<file path="config.mk">
export PLATFORM = sky130hd
export DESIGN_NAME = hook_reel
export DESIGN_NICKNAME = d
export VERILOG_FILES = /design/src/rtl/hook_reel.sv
export SDC_FILE = /design/constraint.sdc
export NUM_CORES = 1
export LEC_CHECK = 0
export CAP_MARGIN = 40
export CORE_UTILIZATION = 40
export DETAILED_ROUTE_END_ITERATION = 8
export PLACE_DENSITY = 0.59
export SETUP_SLACK_MARGIN = 0.1
export SKIP_LAST_GASP = 1
export SYNTH_ARGS = -nofsm -noshare
export SYNTH_HDL_FRONTEND = slang
export SYNTH_SLANG_ARGS = --single-unit
</file>
<file path="constraint.sdc">
create_clock -name clk -period 18.1 [get_ports clk]
set_input_delay 3.62 -clock clk [delete_from_list [all_inputs] [get_ports clk]]
set_output_delay 3.62 -clock clk [all_outputs]
set_load 0.03 [all_outputs]
</file>
<file path="src/rtl/hook_reel.sv">
// rtl/hook_reel.sv - hook launch/retract controller driven by the swing's trig values
// Optional HOOK_REEL_WEIGHT_EN: loaded retract step shrinks with the grabbed object's weight.
module hook_reel #(
   parameter int OFFSET_X     = 320,
   parameter int OFFSET_Y     = 96,
   parameter int MIN_LENGTH   = 100,
   parameter int MAX_LENGTH   = 600,
   parameter int EXTEND_STEP  = 4,
   parameter int RETRACT_STEP = 4,
   parameter int SCREEN_W     = 640,
   parameter int SCREEN_H     = 480
) (
   input  logic        clk,
   input  logic        resetN,
   input  logic        startOfFrame,
   input  logic        fire,
   input  logic [7:0]  sinMag,
   input  logic [7:0]  cosMag,
   input  logic        sinNeg,
   input  logic        cosNeg,
   input  logic        hit,
   input  logic [1:0]  hitWeight,
   output logic [10:0] tipX,
   output logic [10:0] tipY,
   output logic        swingEnable,
   output logic        busy,
   output logic        loaded,
   output logic        delivered,
   output logic [1:0]  deliveredWeight
);
   localparam logic [9:0]         MIN_L  = 10'(MIN_LENGTH);
   localparam logic [9:0]         MAX_L  = 10'(MAX_LENGTH);
   localparam logic [9:0]         EXT_S  = 10'(EXTEND_STEP);
   localparam logic [9:0]         RET_S  = 10'(RETRACT_STEP);
   localparam logic signed [11:0] ORG_X  = 12'(OFFSET_X);
   localparam logic signed [11:0] ORG_Y  = 12'(OFFSET_Y);
   localparam logic signed [11:0] LIM_X  = 12'(SCREEN_W);
   localparam logic signed [11:0] LIM_Y  = 12'(SCREEN_H);
   localparam logic signed [11:0] REST_Y = 12'(OFFSET_Y + MIN_LENGTH);

   typedef enum logic [1:0] {IDLE, EXTEND, RETRACT, DELIVER} state_t;

   state_t             state_q, state_d;
   logic [9:0]         length_q, length_d;
   logic [7:0]         sin_mag_q, cos_mag_q;
   logic               sin_neg_q, cos_neg_q;
   logic               latch_en;
   logic               loaded_q, loaded_d;
   logic [1:0]         weight_q, weight_d;
   logic               delivered_q;
   logic [1:0]         delivered_weight_q, delivered_weight_d;
   logic               swing_en_q, busy_q;
   logic [10:0]        tip_x_q, tip_y_q;

   logic [7:0]         src_sin_mag, src_cos_mag;
   logic               src_sin_neg, src_cos_neg;
   logic [9:0]         src_len;
   logic signed [11:0] tip_x_d, tip_y_d;
   logic [9:0]         cand_len;
   logic signed [11:0] cand_x, cand_y;
   logic               cand_out;
   logic [9:0]         ret_step, ret_len;

   function automatic logic signed [11:0] ray_off(input logic [9:0] len, input logic [7:0] mag);
      logic [17:0] prod;
      prod = 18'(len) * 18'(mag);
      return signed'(12'(prod >> 8));
   endfunction

   // IDLE follows the live swing at rest length; every other state uses the ray frozen at launch
   always_comb begin
      src_len     = length_q;
      src_sin_mag = sin_mag_q;
      src_cos_mag = cos_mag_q;
      src_sin_neg = sin_neg_q;
      src_cos_neg = cos_neg_q;
      if (state_q == IDLE) begin
         src_len     = MIN_L;
         src_sin_mag = sinMag;
         src_cos_mag = cosMag;
         src_sin_neg = sinNeg;
         src_cos_neg = cosNeg;
      end
   end

   assign tip_x_d = src_cos_neg ? ORG_X - ray_off(src_len, src_cos_mag)
                                : ORG_X + ray_off(src_len, src_cos_mag);
   assign tip_y_d = src_sin_neg ? ORG_Y + ray_off(src_len, src_sin_mag)
                                : ORG_Y - ray_off(src_len, src_sin_mag);

   assign cand_len = length_q + EXT_S;
   assign cand_x   = cos_neg_q ? ORG_X - ray_off(cand_len, cos_mag_q)
                               : ORG_X + ray_off(cand_len, cos_mag_q);
   assign cand_y   = sin_neg_q ? ORG_Y + ray_off(cand_len, sin_mag_q)
                               : ORG_Y - ray_off(cand_len, sin_mag_q);
   assign cand_out = (cand_len > MAX_L) || cand_x[11] || (cand_x >= LIM_X)
                     || cand_y[11] || (cand_y >= LIM_Y);

`ifdef HOOK_REEL_WEIGHT_EN
   logic [9:0] scaled_step;
   assign scaled_step = RET_S >> weight_q;
   assign ret_step    = !loaded_q ? RET_S : ((scaled_step == 10'd0) ? 10'd1 : scaled_step);
`else
   assign ret_step    = RET_S;
`endif

   assign ret_len = (length_q >= MIN_L + ret_step) ? length_q - ret_step : MIN_L;

   always_comb begin
      state_d            = state_q;
      length_d           = length_q;
      loaded_d           = loaded_q;
      weight_d           = weight_q;
      delivered_weight_d = delivered_weight_q;
      latch_en           = 1'b0;
      case (state_q)
         IDLE: begin
            length_d = MIN_L;
            if (fire) begin
               latch_en = 1'b1;
               state_d  = EXTEND;
            end
         end
         EXTEND: begin
            // a grab outranks a boundary stop seen on the same frame edge
            if (hit) begin
               loaded_d = 1'b1;
               weight_d = hitWeight;
               state_d  = RETRACT;
            end else if (startOfFrame) begin
               if (cand_out) state_d  = RETRACT;
               else          length_d = cand_len;
            end
         end
         RETRACT: begin
            if (startOfFrame) begin
               length_d = ret_len;
               if (ret_len == MIN_L) begin
                  if (loaded_q) begin
                     state_d            = DELIVER;
                     delivered_weight_d = weight_q;
                  end else begin
                     state_d = IDLE;
                  end
               end
            end
         end
         DELIVER: begin
            loaded_d = 1'b0;
            state_d  = IDLE;
         end
         default: state_d = IDLE;
      endcase
   end

   always_ff @(posedge clk or negedge resetN) begin
      if (!resetN) begin
         state_q            <= IDLE;
         length_q           <= MIN_L;
         sin_mag_q          <= 8'd0;
         cos_mag_q          <= 8'd0;
         sin_neg_q          <= 1'b0;
         cos_neg_q          <= 1'b0;
         loaded_q           <= 1'b0;
         weight_q           <= 2'd0;
         delivered_q        <= 1'b0;
         delivered_weight_q <= 2'd0;
         swing_en_q         <= 1'b1;
         busy_q             <= 1'b0;
         tip_x_q            <= 11'(ORG_X);
         tip_y_q            <= 11'(REST_Y);
      end else begin
         state_q            <= state_d;
         length_q           <= length_d;
         if (latch_en) begin
            sin_mag_q <= sinMag;
            cos_mag_q <= cosMag;
            sin_neg_q <= sinNeg;
            cos_neg_q <= cosNeg;
         end
         loaded_q           <= loaded_d;
         weight_q           <= weight_d;
         delivered_q        <= (state_d == DELIVER);
         delivered_weight_q <= delivered_weight_d;
         swing_en_q         <= (state_d == IDLE);
         busy_q             <= (state_d != IDLE);
         tip_x_q            <= 11'(tip_x_d);
         tip_y_q            <= 11'(tip_y_d);
      end
   end

   assign tipX            = tip_x_q;
   assign tipY            = tip_y_q;
   assign swingEnable     = swing_en_q;
   assign busy            = busy_q;
   assign loaded          = loaded_q;
   assign delivered       = delivered_q;
   assign deliveredWeight = delivered_weight_q;
endmodule

</file>
---- Word level (Yosys, flattened, before mapping) ----
Index checks and enable logic that the tools add are counted.
W data, S select, Z words.
storage, ports and cells
  output and inout bits ................... 28
  input port bits ......................... 25
  word-level logic and storage cells ...... 82
  register bits ........................... 60
operators by class
  reductions and logical operators ........ 13
  $lt $le $gt $ge ......................... 4
  eq/ne operators ......................... 10
  mux-type cells .......................... 27
  add/sub/neg operators ................... 10
  multipliers ............................. 4
operator list
  kind                     number
  $mul A10 B8 Y18          4
  $mux W10                 6
  $pmux W10 S3             1
  $mux W12                 2
  $add A7 B10 Y11 const A  2
  $add A9 B10 Y11 const A  2
  $mux W11                 2
  $sub A7 B10 Y11 const A  2
  $sub A9 B10 Y11 const A  2
  $mux W8                  2
  $mux W2                  7
  $ge A12 B10 Y1 const B   1
  $ge A12 B11 Y1 const B   1
  $add A10 B3 Y10 const B  1
  $eq A10 B7 Y1 const B    1
  $ge A10 B7 Y1 const B    1
  $gt A10 B10 Y1 const B   1
  $ne A2 B2 Y1 const B     5
  $sub A10 B3 Y10 const B  1
  $pmux W2 S4              1
  $eq A2 B2 Y1 const B     3
  $mux W1                  5
  $reduce_and A5 Y1        1
  $logic_not A2 Y1         2
  7 further kinds          12

---- Depth between registers and ports, before layout ----
Gate-level depths: netlist of the first run.
  depth after elaboration ................. 13
  depth in mapped cells ................... 30
  depth with buffers taken out ............ 27

---- Least setup slack after synthesis of the first run ----
Ideal clock, no wire load.
  path type ............................... in2reg
  start ................................... input cosMag[3]
  end ..................................... register tip_x_q[10], in the netlist tipX[10]
  path slack .............................. 9.656 ns
  required time ........................... 18.035 ns
  stages .................................. 20
  buffers on the path ..................... 0
  data arrival time ....................... 8.379 ns
  setup time .............................. 0.065 ns
  cell sequence ........................... a22o_1 -> fa_1 -> fa_1 -> inv_1 -> fa_1 -> fa_1 -> inv_1 -> ha_1 -> o21ai_0 -> o21bai_1 -> a21oi_1 -> o21ai_1 -> a2111oi_1 -> o31ai_1 -> xor2_1 -> ha_1 -> nor2_1 -> o31a_1 -> o221ai_1 -> o21a_1
on the way
  longest elaborated chain between the ends .. 4
  elaborated cells between the ends (all ways) .. 5
  classes of those cells .................. add/sub: 2; mul: 1; mux: 2
RTL lines
  what                                                       line    text
  start: declaration                                         18      input logic [7:0] cosMag,
  $mux W8 (*)                                                77      if (state_q == IDLE) begin
  $mul A10 B8 Y18 (*)                                        66      prod = 18'(len) * 18'(mag);
  $add A9 B10 Y11 / $sub A9 B10 Y11 (equally long branches)  87, 86
  $mux W11 (*)                                               86      assign tip_x_d = src_cos_neg ? ORG_X - ray_off(src_len, src_cos_mag)
  named net tip_x_d[10]                                      58      logic signed [11:0] tip_x_d, tip_y_d;
  end signal: assignment                                     170     tip_x_q <= 11'(ORG_X);
  end signal: assignment                                     187     tip_x_q <= 11'(tip_x_d);
  end: declaration                                           53      logic [10:0] tip_x_q, tip_y_q;
The timed path passes the listed nets; every way through them passes the cells marked *.
A chain may end at the register's enable or synchronous reset.

---- Worst setup path in the final report of the first run ----
  start ................................... input cosMag[3]
  end ..................................... register tip_x_q[8], in the netlist tipX[8]
The elaborated chain is that of the path after synthesis.

==> results.md, run 1 <==
* Outcome: finished clean
* Fin nets at 1954
* P&R area growth vs syn at 9.21%
* GP Congestion at 0.869
* Slew Limit Fails at 0
* Netlist Area Pre-Place at 13800 um^2
* CTS tree: done
* Vias per inst at 5.32
* Area occupied by multi-input gates at 11000 um^2
* Hold Crit Class: reg -> reg
* Ant diodes at 0
* Final hold violations at 0
* # clock sinks at 60
* Crit Path Max Fanout at 4
* RSZ-0062 raised after global routing: false
* Vias in the first global route at 11100
* Top cell type's share of synthesized area at 27.3%
* Synth Instances at 1574
* GRT Total Usage at 18.9%
* Worst setup path start: cosMag[3]
* Main area contributors after synthesis: fa_1, ha_1, dfrtp_1
* Endpoints failing setup at 0
* Async SR Flop Fraction at 100%
* Std-Cell Rows at 67
* Final wirelength at 31600 um
* R2r endpoint: length_q[8]
* GR Overflow Total at 0
* Largest area contributor in the netlist: fa_1
* Root buf cell: clkbuf_16
* Post-CTS Setup Bufs at 0
* I/O Buffers at 52
* Worst Path Required at 18.36 ns
* Pre-antenna DRT Iters at 5
* Min-delay src: weight_q[1]
* Ys flop type: dfrtp_1
* Crit Path Class: in -> reg
* H-tree Lvls at 3
* Number of I/O pins at 53
* Final min period at 9.24 ns
* Avg Cell Area, Syn at 8.77 um^2
* Core outline area at 33800 um^2
* Post-cts resize count at 0
* Startpoint Class: input port
* Syn. warnings at 0
* Antenna viol nets, final at 0
* Number of synthesized flops with an enable pin at 0
* Post-synthesis sequential area ratio at 11.0%
* Initial DRC count at 579
* TritonCTS Buffers at 9
* Synth cell types at 85
* Layout cells sized above 1 at 6.06%
* CTS Hold Buffers Added at 0
* Setup_tns at 0 ns
* Commonest non-fill, non-tap cell in the layout: inv_1
* Least-Margin Pin Slew at 0.858 ns
* Initial Util at 40.9%
* First-pass GRT wire length at 54800 um
* Initial antenna violation count at 0
* Slew headroom at 42.8%
* Filler Cells Inserted at 3351
* Post-DP HPWL at 24400 um
* Vias post-DR at 10800
* Reg-to-Reg Start: length_q[2]
* Hold Path Sink: weight_q[1]
* Reg area at 1510 um^2
* Most frequent cells in the layout: inv_1, fa_1, ha_1
* Die ar. at 35300 um^2
* Worst setup EP type: flop
* Fmax at 108 MHz
* Die W at 188 um
* Syn Nets at 1948
* Die H at 188 um
* Worst Hold Path Cells at 1
* Fin Clk Skew at 0.00859 ns
* Clk slew on worst S/H paths at 0.05 ns
* Register-to-Register Path Depth at 25
* DRC at 0
* Largest net degree at the start of global routing at 62
* Worst EP arrival at 9.50 ns
* # Max-Cap Violations at 0
* #FFs+latches synth at 60
* R2r setup slk at 9.07 ns
* Skew-Pair Late Insertion Delay at 0.35 ns
* Drt wl/cell at 15.5 um
* Clock Tree Buf Depth at 2
* Period utilization at 51.1%
-- routing by layer --
metal | global-route usage (%) | vias up | part of all wire [%]
li1 | - | 5081 | -
met1 | 25.9 | 5445 | 46
met2 | 31.8 | 246 | 48
met3 | 2.68 | 37 | 4.8
met4 | 3.78 | 0 | 1.5
met5 | 0 | - | 0
-- registers in the layout, summed over array words and instances (netlist names), 2 cells and up --
| name | count |
|---|---|
| state_q | 2 |
| tipX | 11 |
| weight_q | 2 |
| sin_mag_q | 8 |
| tipY | 11 |
| length_q | 10 |
| deliveredWeight | 2 |
| cos_mag_q | 8 |
-- worst max-delay path: stages --
cell and delay [ns]:
clkdlybuf4s50_1 0.47, a22o_1 0.27, fa_1 0.42, fa_1 0.54, inv_1 0.05, fa_1 0.46, fa_1 0.56, inv_1 0.04
ha_1 0.27, o21ai_0 0.08, o21bai_1 0.11, a21oi_1 0.33, o21ai_1 0.16, a2111oi_1 0.66, o311ai_1 0.26, xor2_1 0.27
inv_1 0.13, ha_1 0.22, a211oi_1 0.31, a21oi_1 0.09, xor2_1 0.16
-- synth_stat cells (4+ instances only) --
| master | instances |
|---|---|
| o31ai_1 | 7 |
| mux2i_1 | 7 |
| dfstp_2 | 9 |
| and2_1 | 155 |
| o22ai_1 | 4 |
| a311oi_1 | 4 |
| ha_1 | 161 |
| a22o_1 | 27 |
| a21o_1 | 16 |
| nor2_1 | 52 |
| o211ai_1 | 7 |
| o21ai_0 | 28 |
| xor2_1 | 23 |
| nor3_1 | 12 |
| clkbuf_1 | 70 |
| a22oi_1 | 14 |
| nor2b_1 | 45 |
| a31oi_1 | 15 |
| buf_2 | 5 |
| a21oi_1 | 49 |
| o21ai_1 | 9 |
| xnor2_1 | 48 |
| or2_2 | 4 |
| fa_1 | 188 |
| nand3_1 | 20 |
| or3_1 | 5 |
| nand2_1 | 137 |
| inv_1 | 270 |
| o21bai_1 | 6 |
| nand4_1 | 7 |
| nand2b_1 | 5 |
| a211oi_1 | 6 |
| o21a_1 | 8 |
| dfrtp_1 | 51 |
| mux2_2 | 24 |
-- worst max path at each step --
stage,to,depth (start not counted)
2_1_floorplan,tipX[10],20
3_3_place_gp,tipX[8],21
3_5_place_dp,tipX[8],21
4_1_cts,tipX[8],21
5_1_grt,tipX[10],22
6_report,tipX[8],21
-- kinds of logic (layout without fill, tap and decap cells) --
family          Yosys count  in the layout  share of synthesized area [%]
xor+xnor                 72             72                           4.62
buf+inv                 350            361                           9.61
compound gates          249            249                           13.0
mux                      31             31                           2.46
fa+ha+maj               349            349                           41.8
simple gates            463            463                           17.5
flops                    60             60                           11.0
-- through the flow --
| stage | util (%) | hold slack (ns) | worst slack (ns) | instances | area (um^2) |
|---|---|---|---|---|---|
| after floorplan | - | 0.475 | 9.66 | 1574 | 13800 |
| after global placement | 43.6 | 0.488 | 8.65 | 2013 | 14700 |
| after detailed placement | 43.8 | 0.493 | 8.52 | 2017 | 14800 |
| after CTS | 44.6 | 0.505 | 8.87 | 2033 | 15100 |
| after global routing | 44.6 | 0.513 | 8.30 | 2033 | 15100 |
| final | 44.6 | 0.502 | 8.86 | 2033 | 15100 |
-- cell type report --
| type | count | area share [%] |
|---|---|---|
| multi-input combinational | 1164 | 72.9 |
| sequential | 60 | 10.0 |
| inverter | 271 | 6.75 |
| timing repair buffer | 74 | 4.64 |
| tap | 448 | 3.72 |
| clock buffer | 12 | 1.63 |
| clock inverter | 4 | 0.332 |
Power of run 1 is not shown: default switching activity piles up to over one toggle a cycle in this logic, so the estimate is an artifact.
==> run 2, diff against run 1 <==
clock period = 9.45 ns   (was 18.1 ns; I/O delays follow)
==> run 2 against run 1 <==
Against the previous run: first-iteration DRC count increased by 15%; critical path type is now reg -> reg; wire length up 0.96%; largest cell class unchanged; register-to-register slack worse by 7.9 ns; sequential share of layout area about the same; setup slack worse by 7.7 ns.
==> results.md, run 2 (synthesis gave the netlist of run 1 again) <==
* Slew Limit Fails at 0 (unchanged)
* Crit Path Max Fanout at 21 (+17)
* Vias per inst at 5.29 (-0.46%)
* DRC at 0 (unchanged)
* # clock sinks at 60 (unchanged)
* Slew headroom at 42.4% (-0.40 points)
* Vias in the first global route at 11000 (-0.73%)
* Largest net degree at the start of global routing at 61 (-1.6%)
* Layout cells sized above 1 at 5.93% (-0.13 points)
* WHS at 0.505 ns (+0.00344 ns)
* Clk slew on worst S/H paths at 0.06 ns (about the same)
* Startpoint Class: flop
* RSZ-0062 raised after global routing: false
* Post-DP HPWL at 24700 um (+1.2%)
* First-pass GRT wire length at 55000 um (+0.39%)
* Post-cts resize count at 0 (unchanged)
* H-tree Lvls at 3 (unchanged)
* Final min period at 8.30 ns
* Initial Util at 40.9% (unchanged)
* Placed Area at 14700 um^2 (-0.23%)
* Die H at 188 um (unchanged)
* Worst setup EP type: flop
* Antenna viol nets, final at 0 (unchanged)
* Skew-Pair Late Insertion Delay at 0.34 ns (about the same)
* Fmax at 120 MHz
* Post-CTS Setup Bufs at 0 (unchanged)
* Die ar. at 35300 um^2 (unchanged)
* Pre-antenna DRT Iters at 5 (unchanged)
* Outcome: finished clean
* Endpoints failing setup at 0 (unchanged)
* Die W at 188 um (unchanged)
* Least-Margin Pin Slew at 0.864 ns (+0.00596 ns)
* Root buf cell: clkbuf_16
* TritonCTS Buffers at 9 (unchanged)
* Filler Cells Inserted at 3290 (-1.8%)
* I/O Buffers at 52 (unchanged)
* Ant diodes at 0 (unchanged)
* Crit Path Class: reg -> reg
* Number of I/O pins at 53 (unchanged)
* Period utilization at 87.9%
* Commonest non-fill, non-tap cell in the layout: inv_1
* Core Util, Final at 44.6% (about the same)
* Worst Path Required at 9.72 ns (-8.64 ns)
* Post-route cell area at 15100 um^2 (about the same)
* P&R area growth vs syn at 9.19% (about the same)
* Initial DRC count at 666 (+15%)
* Drt wl/cell at 15.7 um (+0.96%)
* Hold Crit Class: reg -> reg
* Core outline area at 33800 um^2 (unchanged)
* Std-Cell Rows at 67 (unchanged)
* GP Congestion at 0.942 (+8.3%)
* Setup_tns at 0 ns (unchanged)
* Initial antenna violation count at 0 (unchanged)
* Most frequent cells in the layout: inv_1, fa_1, ha_1
* Final hold violations at 0 (unchanged)
* # Max-Cap Violations at 0 (unchanged)
* GRT Total Usage at 18.9% (+0.023 points)
* Fin nets at 1954 (unchanged)
* Final wirelength at 31900 um (+0.96%)
* CTS Hold Buffers Added at 0 (unchanged)
* GR Overflow Total at 0 (unchanged)
* Vias post-DR at 10800 (-0.46%)
* Worst EP arrival at 8.57 ns (-0.93 ns)
* Fin Clk Skew at 0.00582 ns (-0.00277 ns)
* Clock Tree Buf Depth at 2 (unchanged)
* CTS tree: done
run 2: path summary, 6_finish.rpt:
check,cells after the start,to,slack (ns),from
hold / removal,1,deliveredWeight[0],0.51,weight_q[0]
setup reg to reg,23,length_q[9],1.15,length_q[2]
min in group asynchronous,2,tipY[1],1.73,resetN
max in group asynchronous,2,delivered,7.17,resetN
hold reg to reg,1,deliveredWeight[0],0.51,weight_q[0]
setup / recovery,23,length_q[9],1.15,length_q[2]
run 2: final cells by class:
cell class              instances  area [um^2]  area share, %
flip-flops and latches         60         1510           10.0
repair buffers                 74          688           4.56
multi-input cells            1164        11000           72.8
well taps                     448          561           3.72
inverters                     271         1020           6.75
clock buffers                  11          243           1.61
clock inverters                 5         85.1          0.564
run 2: routing by layer:
layer | global-route usage [%] | share of wire, %
met2 | 31.1 | 47
met3 | 2.53 | 4.3
met1 | 26.5 | 47
met4 | 4.16 | 1.7
met5 | 0 | 0
run 2: critical path: stages, from the launching register on:
cell and delay (ns):
dfstp_2 0.80, inv_1 0.22, ha_1 0.75, nand2_1 0.17, fa_1 0.53, fa_1 0.49
inv_1 0.05, fa_1 0.53, inv_1 0.05, fa_1 0.53, inv_1 0.04, ha_1 0.34
a21o_1 0.23, a211o_1 0.30, a31o_2 0.27, xor2_1 0.45, ha_1 0.27, a41oi_2 0.12
nor4_1 0.28, a22oi_1 0.17, or4_4 0.56, o41ai_4 0.41, and2_1 0.42, mux2i_1 0.23
run 2: per-stage QoR:
stage	instances	setup WS (ns)
final	2033	1.15
after global routing	2033	0.705
after CTS	2033	1.16
after detailed placement	2017	1.20
after global placement	2016	1.36
after floorplan	1574	1.94
Power of run 2 is left out for the same reason.
==> run 3, diff against run 2 <==
--- a/constraint.sdc
+++ b/constraint.sdc
@@ -3,2 +3,2 @@
 set_output_delay 1.89 -clock clk [all_outputs]
-set_load 0.03 [all_outputs]
+set_load 0.05 [all_outputs]
==> results of run 3 <==
No change in the layout: final DEF, timing and power equal those of run 2.
Power of run 3 is left out for the same reason.
